==> src/rtl/if_fetch.sv <==
`default_nettype none
// ============================================================================
// Module   : if_fetch
// Purpose  : Instruction-fetch stage. Holds the PC and a direct-mapped,
//            one-word-per-line instruction cache. Hits deliver one
//            instruction per cycle to decode; misses issue a word read to
//            the memory controller and fill the line when it reports done.
// Ports    : clk, rst        - clock, synchronous active-high reset
//            rdy             - global ready, 0 freezes all state
//            stall_i         - decode cannot accept, output register holds
//            jump_i/jump_addr_i - redirect request and target
//            mem_req_i       - MEM stage owns memctrl this cycle
//            mc_busy_i/mc_done_i/mc_data_i - memctrl handshake and data
//            if_re_o/if_addr_o - fetch read request to memctrl
//            inst_o/pc_o/valid_o - instruction to decode
// Revision : 1.0 - initial release
// ============================================================================
module if_fetch #(
  parameter int                 ADDR_W   = 32,
  parameter int                 IDX_W    = 6,
  parameter logic [ADDR_W-1:0]  RESET_PC = '0
) (
  input  logic              clk,
  input  logic              rst,
  input  logic              rdy,
  input  logic              stall_i,
  input  logic              jump_i,
  input  logic [ADDR_W-1:0] jump_addr_i,
  input  logic              mem_req_i,
  input  logic              mc_busy_i,
  input  logic              mc_done_i,
  input  logic [31:0]       mc_data_i,
  output logic              if_re_o,
  output logic [ADDR_W-1:0] if_addr_o,
  output logic [31:0]       inst_o,
  output logic [ADDR_W-1:0] pc_o,
  output logic              valid_o
);

  localparam int LINES = 1 << IDX_W;
  localparam int TAG_W = ADDR_W - IDX_W - 2;

  typedef enum logic [1:0] {
    ST_RUN   = 2'd0,
    ST_ISSUE = 2'd1,
    ST_WAIT  = 2'd2
  } state_t;

  state_t              state_q, state_d;
  logic [ADDR_W-1:0]   pc_q, pc_d;
  logic [ADDR_W-1:0]   fa_q, fa_d;
  logic                drop_q, drop_d;
  logic                valid_q, valid_d;
  logic [31:0]         inst_q, inst_d;
  logic [ADDR_W-1:0]   pco_q, pco_d;

  logic [LINES-1:0]    lv_q;
  logic [TAG_W-1:0]    tag_q  [LINES];
  logic [31:0]         data_q [LINES];

  logic [IDX_W-1:0]    pc_idx, fa_idx;
  logic [TAG_W-1:0]    pc_tag, fa_tag;
  logic                hit;
  logic                accept;
  logic                fill;
  logic [ADDR_W-1:0]   jump_pc;
  logic                jump_lsb_unused;

  assign pc_idx  = pc_q[IDX_W+1:2];
  assign pc_tag  = pc_q[ADDR_W-1:IDX_W+2];
  assign fa_idx  = fa_q[IDX_W+1:2];
  assign fa_tag  = fa_q[ADDR_W-1:IDX_W+2];
  // Combinational array read: hit/miss is resolved in the lookup cycle.
  assign hit     = lv_q[pc_idx] && (tag_q[pc_idx] == pc_tag);
  assign accept  = !mc_busy_i && !mem_req_i;
  assign jump_pc = {jump_addr_i[ADDR_W-1:2], 2'b00};
  assign jump_lsb_unused = ^jump_addr_i[1:0];

  always_comb begin
    state_d = state_q;
    pc_d    = pc_q;
    fa_d    = fa_q;
    drop_d  = drop_q;
    valid_d = valid_q;
    inst_d  = inst_q;
    pco_d   = pco_q;
    fill    = 1'b0;
    case (state_q)
      ST_RUN: begin
        if (jump_i) begin
          pc_d    = jump_pc;
          valid_d = 1'b0;
        end else if (hit) begin
          if (!stall_i) begin
            inst_d  = data_q[pc_idx];
            pco_d   = pc_q;
            valid_d = 1'b1;
            pc_d    = pc_q + ADDR_W'(4);
          end
        end else begin
          if (!stall_i) valid_d = 1'b0;
          fa_d    = pc_q;
          state_d = ST_ISSUE;
        end
      end
      ST_ISSUE: begin
        // mc_done_i is not looked at here: it may belong to a MEM access.
        if (!stall_i) valid_d = 1'b0;
        if (accept) begin
          state_d = ST_WAIT;
          if (jump_i) begin
            // Request is now committed in memctrl; ride it out.
            pc_d    = jump_pc;
            valid_d = 1'b0;
            drop_d  = 1'b1;
          end
        end else if (jump_i) begin
          pc_d    = jump_pc;
          valid_d = 1'b0;
          state_d = ST_RUN;
        end
      end
      ST_WAIT: begin
        if (!stall_i) valid_d = 1'b0;
        if (mc_done_i) begin
          // The word is correct for fa even if its fetch was abandoned.
          fill    = 1'b1;
          state_d = ST_RUN;
          drop_d  = 1'b0;
          pc_d    = drop_q ? pc_q : fa_q;
        end
        if (jump_i) begin
          pc_d    = jump_pc;
          valid_d = 1'b0;
          if (!mc_done_i) drop_d = 1'b1;
        end
      end
      default: state_d = ST_RUN;
    endcase
  end

  always_ff @(posedge clk) begin
    if (rst) begin
      state_q <= ST_RUN;
      pc_q    <= RESET_PC;
      fa_q    <= '0;
      drop_q  <= 1'b0;
      valid_q <= 1'b0;
      inst_q  <= '0;
      pco_q   <= '0;
      lv_q    <= '0;
    end else if (rdy) begin
      state_q <= state_d;
      pc_q    <= pc_d;
      fa_q    <= fa_d;
      drop_q  <= drop_d;
      valid_q <= valid_d;
      inst_q  <= inst_d;
      pco_q   <= pco_d;
      if (fill) lv_q[fa_idx] <= 1'b1;
    end
  end

  // Tag/data arrays need no reset; the valid bits guard them.
  always_ff @(posedge clk) begin
    if (!rst && rdy && fill) begin
      tag_q[fa_idx]  <= fa_tag;
      data_q[fa_idx] <= mc_data_i;
    end
  end

  assign if_re_o   = (state_q == ST_ISSUE);
  assign if_addr_o = (state_q == ST_ISSUE) ? fa_q : '0;
  assign inst_o    = inst_q;
  assign pc_o      = pco_q;
  assign valid_o   = valid_q;

endmodule
`default_nettype wire

==> config.mk <==
export PLATFORM = sky130hd
export DESIGN_NAME = if_fetch
export DESIGN_NICKNAME = d
export VERILOG_FILES = /design/src/rtl/if_fetch.sv
export SDC_FILE = /design/constraint.sdc
export NUM_CORES = 2
export LEC_CHECK = 0
export CAP_MARGIN = 30
export CORE_MARGIN = 2
export CORE_UTILIZATION = 60
export CTS_CLUSTER_SIZE = 12
export DETAILED_ROUTE_END_ITERATION = 8
export DONT_BUFFER_PORTS = 1
export HOLD_SLACK_MARGIN = 0.12
export PLACE_DENSITY = 0.76
export SYNTH_ARGS = -nofsm -noshare
export SYNTH_HDL_FRONTEND = slang
export SYNTH_SLANG_ARGS = --single-unit
==> constraint.sdc <==
create_clock -name clk -period 7.15 [get_ports clk]
set_clock_uncertainty 0.15 [all_clocks]
set_input_delay 2.145 -clock clk [delete_from_list [all_inputs] [get_ports clk]]
set_output_delay 2.145 -clock clk [all_outputs]
set_load 0.05 [all_outputs]
==> flow_summary.ini <==
[global_routing]
grt-ovfl-total = 0
antenna_found_initial = 5
grt_util_all_layers_pct = 35.0
grtUsageMet1_pct = 45.1
busiest_layer = met2
grt_pass1_vias = 76300
met2_usage_pct = 55.1
grt_max_degree = 261
grtUsageMet3_pct = 9.17
grt_pass1_wl_um = 599000

[clocking]
clkSinkCount = 3786
htree_num_levels = 5
cts_hold_buf = 0
cts_setup_buffers = 0
cts_root_buf = clkbuf_16
cts_buffers = 380
clk_pin_slew_ps = 60
cts_tree = done
clk_latency_ps = 1000
post_cts_resized = 0
cts.path.max_buffers = 4

[die]
coreArea_mm2 = 0.243
dieArea_mm2 = 0.248
start_util_pct = 60.3
num_io_pins = 170
die_x_um = 498
die_h_um = 498
core.rowCount = 181

[detailed_routing]
ant_nets = 0
viasPerCell = 7.41
dr.first_iter.drc_count = 13400
dr.pass1.iters = 6
routedWlPerCell_um = 41.9
wirelength_um = 433000
drc = 0
vias = 76500

[critical_path]
cp_slowest_cell = dfxtp_4
path_buf_inv = 3
cp_top_family = compound AO/OA/AOI/OAI gates
path_class = flip-flop to flip-flop
reg2reg_setup_slack_ps = 1300
cp_cell_sequence = buf_4, mux4_2, mux4_2, o21ai_0, o31ai_1, buf_4, xor2_1, a2111oi_2, nand4_2, or3_4, buf_12, mux2i_1
crit_fanout = 27
r2r_cells = 12
cpPeakStageDelay_ps = 780
cp-end-kind = flip-flop
crit_required_ps = 7890
r2r_end = inst_o[9]
crit_arrival_ps = 6600
startpoint_type = flip-flop

[sta]
fin_ws_ps = 1300
max_clock_freq_mhz = 171
fin_setup_tns_ps = 0
setup_viol = 0
period_share_pct = 81.9
min_period_ps = 5850
max_slew.worst_pin.slew_ps = 1140
rsz0062_at_grt = no
hold_violations = 0
slew_headroom_pct = 23.9
slew_viol_final = 0

[logic_synthesis]
synth.avg_cell_area_um2 = 22.0
synth_cells = 6661
syn_area_mm2 = 0.146
yosys_most_used_dff = edfxtp_1
syn_nets = 6738
synthArstFlopShare_pct = 0
ys_types = 75
yosys_register_bits = 3786
synth_top_area_cell = edfxtp_1
synth_edf_count = 3584
synth_top_area_share_pct = 73.5
synth_warnings = 0
synthTopCellsByArea = edfxtp_1, mux4_2, dfxtp_1, mux2i_1, nand2b_1
ys_seq_area_share_pct = 76.3

[run]
max-cap-violations = 0

[power]
p_leak_uw = 0.0469
powerDensity_mw_per_mm2 = 269
irDropWorstVdd_v = 0.000281

[placed_design]
dp_slack_ps = 1430
place_congestion = 0.870
placement.io_buffers = 0
dp_hpwl_um = 217000

[worst_hold_path]
hold_path_class = flip-flop to flip-flop
hp-start = lv_q[11]
min_to = lv_q[11]
holdPathStages = 2

[final_layout]
syn_to_final_growth_pct = 11.2
drive_above_1_share_pct = 26.3
fin_util_pct = 67.0
seqCellArea_mm2 = 0.112
fillers = 14200
layout_common_cells = edfxtp_1, mux4_2, clkbuf_16
multiInputGateArea_mm2 = 0.0332
final_common_cell = edfxtp_1
nNetsFinal = 7018

[run_status]
outcome = finished clean
power breakdown:
part           internal (uW)  switching, uW
Sequential             24100           80.2
Combinational            799            955
Clock                   9910           7980
metrics by stage:
stage / hold slack [ps] / std cells / power (uW) / cell area, um^2
after floorplan: 299 / 6661 / 25900 / 146000
after global placement: 304 / 9742 / 26400 / 152000
after detailed placement: 309 / 9757 / 26400 / 152000
after CTS: 319 / 10300 / 43900 / 163000
after global routing: 336 / 10300 / 44700 / 163000
final: 326 / 10300 / 43900 / 163000
synthesized netlist by cell type, types with 6 or more instances:
master,number
nand3b_1,10
clkbuf_1,220
nor2_1,158
and2_1,41
and3_1,14
o221ai_1,6
a221oi_1,25
buf_8,6
mux2_2,18
xnor2_1,16
or2_2,6
a21oi_1,55
a222oi_1,9
a22oi_1,75
a211oi_1,22
nand2_1,94
nand3_1,43
nor2b_1,25
buf_2,54
mux4_2,1031
buf_1,57
or3_1,16
nand2b_1,179
buf_6,13
a211o_1,8
xor2_1,16
dfxtp_1,202
o22ai_1,112
nor3_1,27
nor4_1,10
a32oi_1,7
edfxtp_1,3584
o2bb2ai_1,13
inv_1,76
buf_4,31
o21ai_0,35
mux2i_1,252
or3b_2,8
a31oi_1,9
kinds of logic after synthesis:
family / after synthesis / share of synthesized area, %
AOI/OAI and AO/OA: 426 / 2.04
xor gates and xnor gates: 32 / 0.191
adders and majority gates: 5 / 0.0427
buffers and inverters: 463 / 1.43
DFF: 3786 / 76.3
muxes: 1301 / 17.7
and+or+nand+nor: 648 / 2.33
per-layer routing:
layer | vias up | wire (um)
met4 | 4 | 29100
met2 | 7060 | 207000
li1 | 28500 | -
met5 | - | 23
met1 | 39700 | 138000
met3 | 1349 | 59100
worst max-delay path by stage:
stage | startpoint | cells after the start | slack, ps | endpoint
6_report | flip-flop | 12 | 1300 | inst_o[9]
5_1_grt | flip-flop | 13 | 1250 | pc_q[25]
4_1_cts | flip-flop | 12 | 1380 | pc_o[24]
3_5_place_dp | flip-flop | 12 | 1430 | inst_o[19]
3_3_place_gp | flip-flop | 12 | 1520 | inst_o[21]
2_1_floorplan | rst | 6 | 1040 | data_q[14][0]
sequential cells by signal, indices dropped and copies added (netlist names), named ones only:
name     count
data_q    2048
tag_q     1536
lv_q        64
fa_q        32
inst_o      32
pc_o        32
pc_q        32
state_q      2
drop_q       1
valid_o      1
worst register-to-register path: cells and delay by family, from the launching register on:
kind	cells	cell delay, ps
flops	1	780
mux	3	1400
xor+xnor	1	140
buf+inv	3	1050
compound gates	3	1450
simple gates	2	790
cell type report:
cell class	instances	area share, %
inverters	82	0.190
diodes	6	0.00922
multi-input cells	2412	20.4
flip-flops and latches	3786	68.6
repair buffers	279	1.87
clock buffers	520	6.30
well taps	3202	2.46
clock inverters	42	0.148
Note: power is estimated with default switching activity, not from simulation.
